$ cat config.mk
export PLATFORM = sky130hd
export DESIGN_NAME = hazard_ctrl_flat
export DESIGN_NICKNAME = d
export VERILOG_FILES = /design/src/rtl/hazard_ctrl_if.sv /design/src/rtl/hazard_ctrl.sv /design/src/flat_wrapper.sv
export SDC_FILE = /design/constraint.sdc
export NUM_CORES = 1
export LEC_CHECK = 0
export CAP_MARGIN = 20
export CORE_ASPECT_RATIO = 0.9
export CORE_UTILIZATION = 44
export DETAILED_ROUTE_END_ITERATION = 10
export HOLD_SLACK_MARGIN = 0.06
export PLACE_DENSITY_LB_ADDON = 0.08
export REMOVE_ABC_BUFFERS = 1
export SETUP_SLACK_MARGIN = 0.5
export SYNTH_ARGS = -nofsm -noshare
export SYNTH_HDL_FRONTEND = slang
export SYNTH_SLANG_ARGS = --single-unit
$ cat constraint.sdc
create_clock -name clk -period 4.2 [get_ports clk]
set_input_delay 0.84 -clock clk [delete_from_list [all_inputs] [get_ports clk]]
set_output_delay 0.84 -clock clk [all_outputs]
set_load 0.01 [all_outputs]
$ cat src/rtl/hazard_ctrl_if.sv
// Hazard controller port bundle: D-stage operand/destination info in,
// forwarding selects and stall controls out.
interface hazard_ctrl_if;
    logic [4:0] rs_D;
    logic [4:0] rt_D;
    logic [1:0] tuse_rs_D;
    logic [1:0] tuse_rt_D;
    logic [4:0] wa_D;
    logic [1:0] src_D;
    logic [3:0] MFRD1D;
    logic [3:0] MFRD2D;
    logic [3:0] MFALUAE;
    logic [3:0] MFALUBE;
    logic [3:0] MFWDM;
    logic       stall;
    logic       flush_E;

    modport master (
        output rs_D, rt_D, tuse_rs_D, tuse_rt_D, wa_D, src_D,
        input  MFRD1D, MFRD2D, MFALUAE, MFALUBE, MFWDM,
        input  stall, flush_E
    );

    modport slave (
        input  rs_D, rt_D, tuse_rs_D, tuse_rt_D, wa_D, src_D,
        output MFRD1D, MFRD2D, MFALUAE, MFALUBE, MFWDM,
        output stall, flush_E
    );
endinterface

$ cat src/rtl/hazard_ctrl.sv
// Five-stage MIPS hazard/forwarding controller: E/M/W destination tag
// pipeline, Tuse/Tnew stall rule and nearest-stage forwarding selects.
module hazard_ctrl #(
    parameter logic [1:0] NONE_T = 2'd3
) (
    input logic         clk,
    input logic         reset,
    hazard_ctrl_if.slave hz
);

    typedef enum logic [1:0] {
        SRC_ALU = 2'd0,
        SRC_DM  = 2'd1,
        SRC_PC8 = 2'd2
    } src_t;

    logic [4:0] rs_E, rt_E, wa_E;
    logic [4:0] rt_M, wa_M;
    logic [4:0] wa_W;
    src_t       src_E, src_M, src_W;
    src_t       src_Dn;
    logic [1:0] tnew_E, tnew_M;
    logic       stall_rs, stall_rt, stall;

    function automatic logic hit(input logic [4:0] ra,
                                 input logic [4:0] wa);
        return (ra != 5'd0) && (ra == wa);
    endfunction

    function automatic logic rd_stall(input logic [4:0] ra,
                                      input logic [1:0] tuse,
                                      input logic [4:0] we,
                                      input logic [1:0] tne,
                                      input logic [4:0] wm,
                                      input logic [1:0] tnm);
        logic s;
        s = (hit(ra, we) && (tne > tuse)) ||
            (hit(ra, wm) && (tnm > tuse));
        return (tuse != NONE_T) && s;
    endfunction

    function automatic logic [3:0] fwd_d(input logic [4:0] ra,
                                         input logic [4:0] we,
                                         input src_t se,
                                         input logic [4:0] wm,
                                         input src_t sm,
                                         input logic [4:0] ww,
                                         input src_t sw);
        logic [3:0] sel;
        sel = 4'd0;
        if (hit(ra, we)) begin
            sel = (se == SRC_PC8) ? 4'd1 : 4'd0;
        end else if (hit(ra, wm)) begin
            case (sm)
                SRC_PC8: sel = 4'd2;
                SRC_ALU: sel = 4'd3;
                default: sel = 4'd0;
            endcase
        end else if (hit(ra, ww)) begin
            case (sw)
                SRC_PC8: sel = 4'd4;
                SRC_ALU: sel = 4'd5;
                SRC_DM:  sel = 4'd6;
                default: sel = 4'd0;
            endcase
        end
        return sel;
    endfunction

    function automatic logic [3:0] fwd_e(input logic [4:0] ra,
                                         input logic [4:0] wm,
                                         input src_t sm,
                                         input logic [4:0] ww,
                                         input src_t sw);
        logic [3:0] sel;
        sel = 4'd0;
        if (hit(ra, wm)) begin
            case (sm)
                SRC_PC8: sel = 4'd1;
                SRC_ALU: sel = 4'd2;
                default: sel = 4'd0;
            endcase
        end else if (hit(ra, ww)) begin
            case (sw)
                SRC_PC8: sel = 4'd3;
                SRC_ALU: sel = 4'd4;
                SRC_DM:  sel = 4'd5;
                default: sel = 4'd0;
            endcase
        end
        return sel;
    endfunction

    function automatic logic [3:0] fwd_m(input logic [4:0] ra,
                                         input logic [4:0] ww,
                                         input src_t sw);
        logic [3:0] sel;
        sel = 4'd0;
        if (hit(ra, ww)) begin
            case (sw)
                SRC_PC8: sel = 4'd1;
                SRC_ALU: sel = 4'd2;
                SRC_DM:  sel = 4'd3;
                default: sel = 4'd0;
            endcase
        end
        return sel;
    endfunction

    // Reserved source code 3 behaves as an ALU result.
    always_comb begin
        src_Dn = (hz.src_D == 2'd3) ? SRC_ALU : src_t'(hz.src_D);
    end

    // Cycles until each in-flight result exists.
    always_comb begin
        tnew_E = 2'd0;
        tnew_M = 2'd0;
        case (src_E)
            SRC_ALU: tnew_E = 2'd1;
            SRC_DM:  tnew_E = 2'd2;
            default: tnew_E = 2'd0;
        endcase
        if (src_M == SRC_DM) tnew_M = 2'd1;
    end

    // Stall when a producer cannot deliver before the reader needs it.
    always_comb begin
        stall_rs = rd_stall(hz.rs_D, hz.tuse_rs_D,
                            wa_E, tnew_E, wa_M, tnew_M);
        stall_rt = rd_stall(hz.rt_D, hz.tuse_rt_D,
                            wa_E, tnew_E, wa_M, tnew_M);
        stall    = stall_rs | stall_rt;
    end

    assign hz.stall   = stall;
    assign hz.flush_E = stall;

    // Forwarding selects, nearest producing stage first.
    always_comb begin
        hz.MFRD1D  = fwd_d(hz.rs_D, wa_E, src_E, wa_M, src_M, wa_W, src_W);
        hz.MFRD2D  = fwd_d(hz.rt_D, wa_E, src_E, wa_M, src_M, wa_W, src_W);
        hz.MFALUAE = fwd_e(rs_E, wa_M, src_M, wa_W, src_W);
        hz.MFALUBE = fwd_e(rt_E, wa_M, src_M, wa_W, src_W);
        hz.MFWDM   = fwd_m(rt_M, wa_W, src_W);
    end

    // Tag pipeline; a stall injects an all-zero bubble into E.
    always_ff @(posedge clk or negedge reset) begin
        if (!reset) begin
            rs_E  <= 5'd0;
            rt_E  <= 5'd0;
            wa_E  <= 5'd0;
            src_E <= SRC_ALU;
            rt_M  <= 5'd0;
            wa_M  <= 5'd0;
            src_M <= SRC_ALU;
            wa_W  <= 5'd0;
            src_W <= SRC_ALU;
        end else begin
            if (stall) begin
                rs_E  <= 5'd0;
                rt_E  <= 5'd0;
                wa_E  <= 5'd0;
                src_E <= SRC_ALU;
            end else begin
                rs_E  <= hz.rs_D;
                rt_E  <= hz.rt_D;
                wa_E  <= hz.wa_D;
                src_E <= src_Dn;
            end
            rt_M  <= rt_E;
            wa_M  <= wa_E;
            src_M <= src_E;
            wa_W  <= wa_M;
            src_W <= src_M;
        end
    end

endmodule

$ cat src/flat_wrapper.sv
// flat-port wrapper written by rule: the top's interface ports become plain ports
module hazard_ctrl_flat 
#(
    parameter logic [1:0] NONE_T = 2'd3
)
  (clk, reset, hz_rs_D, hz_rt_D, hz_tuse_rs_D, hz_tuse_rt_D, hz_wa_D, hz_src_D, hz_MFRD1D, hz_MFRD2D, hz_MFALUAE, hz_MFALUBE, hz_MFWDM, hz_stall, hz_flush_E);
  hazard_ctrl_if hz_i ();
  input logic clk;
  input logic reset;
  input wire logic [$bits(hz_i.rs_D)-1:0] hz_rs_D;
  input wire logic [$bits(hz_i.rt_D)-1:0] hz_rt_D;
  input wire logic [$bits(hz_i.tuse_rs_D)-1:0] hz_tuse_rs_D;
  input wire logic [$bits(hz_i.tuse_rt_D)-1:0] hz_tuse_rt_D;
  input wire logic [$bits(hz_i.wa_D)-1:0] hz_wa_D;
  input wire logic [$bits(hz_i.src_D)-1:0] hz_src_D;
  output wire logic [$bits(hz_i.MFRD1D)-1:0] hz_MFRD1D;
  output wire logic [$bits(hz_i.MFRD2D)-1:0] hz_MFRD2D;
  output wire logic [$bits(hz_i.MFALUAE)-1:0] hz_MFALUAE;
  output wire logic [$bits(hz_i.MFALUBE)-1:0] hz_MFALUBE;
  output wire logic [$bits(hz_i.MFWDM)-1:0] hz_MFWDM;
  output wire logic [$bits(hz_i.stall)-1:0] hz_stall;
  output wire logic [$bits(hz_i.flush_E)-1:0] hz_flush_E;
  assign hz_i.rs_D = hz_rs_D;
  assign hz_i.rt_D = hz_rt_D;
  assign hz_i.tuse_rs_D = hz_tuse_rs_D;
  assign hz_i.tuse_rt_D = hz_tuse_rt_D;
  assign hz_i.wa_D = hz_wa_D;
  assign hz_i.src_D = hz_src_D;
  assign hz_MFRD1D = hz_i.MFRD1D;
  assign hz_MFRD2D = hz_i.MFRD2D;
  assign hz_MFALUAE = hz_i.MFALUAE;
  assign hz_MFALUBE = hz_i.MFALUBE;
  assign hz_MFWDM = hz_i.MFWDM;
  assign hz_stall = hz_i.stall;
  assign hz_flush_E = hz_i.flush_E;
  hazard_ctrl #(.NONE_T(NONE_T)) u_core (.clk(clk), .reset(reset), .hz(hz_i));
endmodule
# After elaboration in Yosys (flattened, before gate mapping)

Index checks and enable logic that the tools add are counted.

Flip-flop bits (word level): 36
Bits of input ports: 23

$lt $le $gt $ge: 4
Eq/ne operators: 20
Muxes and demuxes: 24
Bitwise logic cells: 1
Reductions and logical operators: 27

Operators with widths:

| operator                                                              | number |
|---|---|
| 5-bit equality test                                                   | 11 |
| 4-bit 2-to-1 mux                                                      | 11 |
| 5-bit nonzero test                                                    | 5 |
| 3-bit case mux with 3 select lines                                    | 2 |
| 1-bit logical AND                                                     | 17 |
| 5-bit 2-to-1 mux                                                      | 3 |
| 2-bit case mux with 2 select lines                                    | 3 |
| 2-bit equality test, second input constant                            | 4 |
| 2-bit by 1-bit equality test with 1-bit output, second input constant | 3 |
| 2-bit logical NOT                                                     | 3 |
| 2-bit case mux with 3 select lines                                    | 1 |
| 1-bit by 2-bit greater-than comparator with 1-bit output              | 2 |
| 2-bit greater-than comparator                                         | 2 |
| 2-bit 2-to-1 mux                                                      | 2 |
| 2-bit inequality test, second input constant                          | 2 |
| 1-bit logical OR                                                      | 2 |
| 1-bit 2-to-1 mux                                                      | 2 |
| 1-bit OR                                                              | 1 |

# Logic depth before layout (Yosys ltp)

Word-level depth: 8
Gate-level depth with buffers: 8
Mapped depth without buffers: 8

# Least setup slack after synthesis

OpenSTA, ideal clock, no wires.

Kind: input to output
Start point: input hz_tuse_rs_D[0]
End point: output hz_stall
Data arrival time: 2.297 ns
Required time: 3.360 ns
Slack: 1.063 ns
Stages: 6
Path buffers: 1
Path through: ha_1 > or4_1 > nor4_1 > nor4_4 > inv_2 > buf_4

Word-level cells in the longest chain between the ends: 5

RTL lines:

| item                                                                                                             | line                                 | RTL |
|---|---|---|
| from (decl)                                                                                                      | flat_wrapper.sv:12                   | `input wire logic [$bits(hz_i.tuse_rs_D)-1:0] hz_tuse_rs_D;` |
| 2-bit greater-than comparator / 1-bit by 2-bit greater-than comparator with 1-bit output (equally long branches) | hazard_ctrl.sv:37, hazard_ctrl.sv:38 |  |
| 1-bit logical AND, on equally long branches                                                                      | hazard_ctrl.sv:37, hazard_ctrl.sv:38 |  |
| 1-bit logical OR                                                                                                 | hazard_ctrl.sv:37                    | `s = (hit(ra, we) && (tne > tuse)) \|\|` |
| 1-bit logical AND (*)                                                                                            | hazard_ctrl.sv:39                    | `return (tuse != NONE_T) && s;` |
| 1-bit OR (*)                                                                                                     | hazard_ctrl.sv:133                   | `stall = stall_rs \| stall_rt;` |
| to (decl)                                                                                                        | flat_wrapper.sv:21                   | `output wire logic [$bits(hz_i.stall)-1:0] hz_stall;` |

Every way passes the cells marked *; elsewhere a longest branch is shown, timed or not.

# Worst setup path after layout

Start point: input hz_rs_D[3]
End point: output hz_MFRD1D[0]

Word-level cells in the longest chain between the ends: 5

RTL lines:

| item                                                             | line               | RTL |
|---|---|---|
| from (decl)                                                      | flat_wrapper.sv:10 | `input wire logic [$bits(hz_i.rs_D)-1:0] hz_rs_D;` |
| 5-bit equality test / 5-bit nonzero test (equally long branches) | hazard_ctrl.sv:27  | `return (ra != 5'd0) && (ra == wa);` |
| 1-bit logical AND                                                | hazard_ctrl.sv:27  |  |
| 4-bit 2-to-1 mux                                                 | hazard_ctrl.sv:59  | `end else if (hit(ra, ww)) begin` |
| 4-bit 2-to-1 mux                                                 | hazard_ctrl.sv:53  | `end else if (hit(ra, wm)) begin` |
| 4-bit 2-to-1 mux (*)                                             | hazard_ctrl.sv:51  | `if (hit(ra, we)) begin` |
| to (decl)                                                        | flat_wrapper.sv:16 | `output wire logic [$bits(hz_i.MFRD1D)-1:0] hz_MFRD1D;` |

Marks and branches as above.

==> impl_metrics.env <==
export IMPL_min_path_cells=0
export IMPL_core_area_mm2=0.00483
export IMPL_cts_root_buf="clkbuf_8"
export IMPL_cts_tree="done"
export IMPL_pwr_share_comb=0.222
export IMPL_p_int_mw=0.589
export IMPL_required_ps=3360
export IMPL_period_share=0.860
export IMPL_yosys_warnings=0
export IMPL_r2r_start="u_core.src_E[1]"
export IMPL_nNetsFinal=307
export IMPL_pwr_share_seq=0.485
export IMPL_final_setup_skew_ps=5.07
export IMPL_tns_ps=0
export IMPL_grt_start_max_net_pins=37
export IMPL_grt_use_met2=0.339
export IMPL_drt_total_wl_mm=5.09
export IMPL_clk_pin_slew_worst_paths_ps=70
export IMPL_leakagePower_nw=1.23
export IMPL_ys_flop_type="dfrtp_1"
export IMPL_synthCells=220
export IMPL_syn_to_final_growth_pct=31.8
export IMPL_rsz0062_at_grt="false"
export IMPL_use_met1=0.279
export IMPL_grt_pass1_wl_mm=8.52
export IMPL_synth_edf_count=0
export IMPL_critical_path_class="in2out"
export IMPL_total_power_mw=0.840
export IMPL_h_tree_depth=2
export IMPL_maxSlewViolCount=0
export IMPL_vias_per_cell=5.09
export IMPL_drtAntennaViolNets=0
export IMPL_cts_inserted_buffers=5
export IMPL_finalInstanceArea_mm2=0.00291
export IMPL_gr_total_overflow=0
export IMPL_ys_ff_latch=36
export IMPL_syn_avg_cell_area_um2=10.0
export IMPL_rows=24
export IMPL_pwr_share_clk=0.293
export IMPL_die_y_um=69.2
export IMPL_crit_slowest_cell="or4_4"
export IMPL_critPathArrivalTime_ps=2770
export IMPL_min_path_type="reg2reg"
export IMPL_vias=1740
export IMPL_fmax_mhz=277
export IMPL_io_pins=45
export IMPL_worstSkewPairLatency_ps=300
export IMPL_worst_setup_path_start_kind="input pin"
export IMPL_ys_seq_area_frac=0.408
export IMPL_drive_gt1_frac=0.155
export IMPL_antenna_found_initial=0
export IMPL_irDropWorstVdd_uv=214
export IMPL_period_needed_ps=3610
export IMPL_fp_dieW_um=76.7
export IMPL_hold_violations=0
export IMPL_slew_headroom=0.640
export IMPL_grt_util_met3=0.0395
export IMPL_cts_sinks=36
export IMPL_fillers=438
export IMPL_switching_power_mw=0.251
export IMPL_drt_iter0_drc=61
export IMPL_fin_util=0.602
export IMPL_maxCapViolations=0
export IMPL_grt_usage=0.210
export IMPL_grt_pass1_vias=1743
export IMPL_start_util=0.457
export IMPL_ys_types=37
export IMPL_placed_area_mm2=0.00272
export IMPL_synth_area_mm2=0.00221
export IMPL_wl_per_cell_um=14.9
export IMPL_r2r_slack_ps=1830
export IMPL_drc=0
export IMPL_slowest_delay_ps=550
export IMPL_sw_frac_of_total=0.299
export IMPL_reg2reg_depth=9
export IMPL_dieArea_mm2=0.00531
export IMPL_clockBufferDepth=2
export IMPL_startpoint="hz_rs_D[3]"
export IMPL_setup_violations_final=0
export IMPL_status="completed"
export IMPL_tightest_slew_ps=536
export IMPL_worst_setup_path_end_kind="primary output"
export IMPL_synth_async_reset_ratio=1.00
export IMPL_io_buffers=38
export IMPL_r2r_end="u_core.rt_E[2]"
export IMPL_worstPathMaxFanout=3
export IMPL_worstHoldStart="u_core.wa_E[1]"
export IMPL_worst_hold_path_endpoint="u_core.wa_M[1]"
export IMPL_ctsHoldBuffers=0
export IMPL_worstPathCellList="clkdlybuf4s50_1 -> or4_4 -> nor2_4 -> buf_4 -> nor4_1 -> and3_1 -> o31a_1 -> buf_2"
export IMPL_dr_pass1_iters=4
export IMPL_antenna_cells=0
export IMPL_dpl_hpwl_mm=3.84
export IMPL_busiest_layer="met2"
export IMPL_gp_congestion=0.791
export IMPL_p_per_area_mw_per_mm2=288
registers in the layout, indices dropped and copies added, names as in the netlist:
| signal | flops |
|---|---|
| u_core.rs_E | 5 |
| u_core.rt_E | 5 |
| u_core.rt_M | 5 |
| u_core.src_E | 2 |
| u_core.src_M | 2 |
| u_core.src_W | 2 |
| u_core.wa_E | 5 |
| u_core.wa_M | 5 |
| u_core.wa_W | 5 |
layout make-up:
| class | count | area (um^2) | area share |
|---|---|---|---|
| Multi-Input combinational cell | 171 | 1300 | 0.446 |
| Sequential cell | 36 | 901 | 0.309 |
| Timing Repair Buffer | 57 | 528 | 0.181 |
| Tap cell | 65 | 81.3 | 0.0279 |
| Clock buffer | 7 | 76.3 | 0.0262 |
| Inverter | 5 | 18.8 | 0.00644 |
| Clock inverter | 1 | 8.76 | 0.00301 |
how the worst max path moves through the flow:
stage / cells after the start / end / slack, ps
floorplan: 5 / hz_flush_E / 1130
global placement: 8 / hz_stall / 50
detailed placement: 8 / hz_flush_E / -10
CTS: 7 / hz_flush_E / 490
global route: 8 / hz_MFRD1D[1] / 500
finish: 8 / hz_MFRD1D[0] / 590
layout by cell type, fill, tap and decap left out, types with 2 or more instances in the layout:
master	synthesis	final
nor3b_1	4	4
nand2_1	8	7
dlygate4sd2_1	0	7
dfrtp_1	36	36
buf_4	8	18
conb_1	1	6
clkdlybuf4s15_1	0	2
and4_1	3	3
inv_1	4	4
or3_4	0	2
nor2_1	10	10
clkbuf_1	5	2
nand3_1	8	8
xnor2_1	32	30
nor4_2	0	2
nor4_1	9	6
a22o_1	4	4
nor3_1	11	11
and2_1	19	19
clkdlybuf4s50_1	0	25
xnor2_2	0	2
clkbuf_8	0	5
xor2_1	22	22
or4_4	1	2
ha_1	8	8
a31oi_1	2	2
dlymetal6s2s_1	0	2
or4_1	3	2
nand2b_1	4	4
nor4_4	1	2
logic make-up after synthesis:
| kind of cell | after synthesis | share of synthesized area |
|---|---|---|
| DFF | 36 | 0.408 |
| adders and majority gates | 8 | 0.0453 |
| and+or+nand+nor | 89 | 0.240 |
| buffers and inverters | 18 | 0.0442 |
| xor gates and xnor gates | 54 | 0.214 |
| other | 1 | 0.00170 |
| AOI/OAI and AO/OA | 14 | 0.0470 |
cell usage after synthesis (5+ instances only):
cell type / instances / area [um^2]
and2_1: 19 / 119
xnor2_1: 32 / 280
ha_1: 8 / 100
nor4_1: 9 / 56.3
dfrtp_1: 36 / 901
nand3_1: 8 / 40.0
buf_4: 8 / 60.1
nand2_1: 8 / 30.0
xor2_1: 22 / 193
nor2_1: 10 / 37.5
nor3_1: 11 / 55.1
clkbuf_1: 5 / 18.8
routing by layer:
metal  part of all wire  vias up
met3              0.039        8
met5                  0        -
met1               0.46      835
met2               0.48       42
li1                   -      855
met4              0.016        0
critical path: cells and delay by family:
family / cells / cell delay, ps
AND/OR/NAND/NOR: 4 / 970
AO/OA/AOI/OAI: 1 / 270
buffers and inverters: 3 / 700
power groups by stage:
stage / combinational [mW] / clock (mW) / sequential, mW
after floorplan: 0.103 / 0 / 0.403
after global placement: 0.175 / 0 / 0.413
after detailed placement: 0.178 / 0 / 0.414
after CTS: 0.182 / 0.253 / 0.407
after global routing: 0.205 / 0.269 / 0.412
final: 0.186 / 0.246 / 0.407
through the flow:
step	hold WS, ps	cells	worst slack, ps
floorplan	400	212	1130
global placement	424	329	53.6
detailed placement	425	329	-10.0
CTS	441	339	486
global route	457	342	497
finish	442	342	588
timing repair:
item,CTS,global route
buffers inserted,2,3
pin swaps,5,4
endpoints found under the setup margin,8,3
resized for setup,25,8
Note: power is estimated with default switching activity, not from simulation.
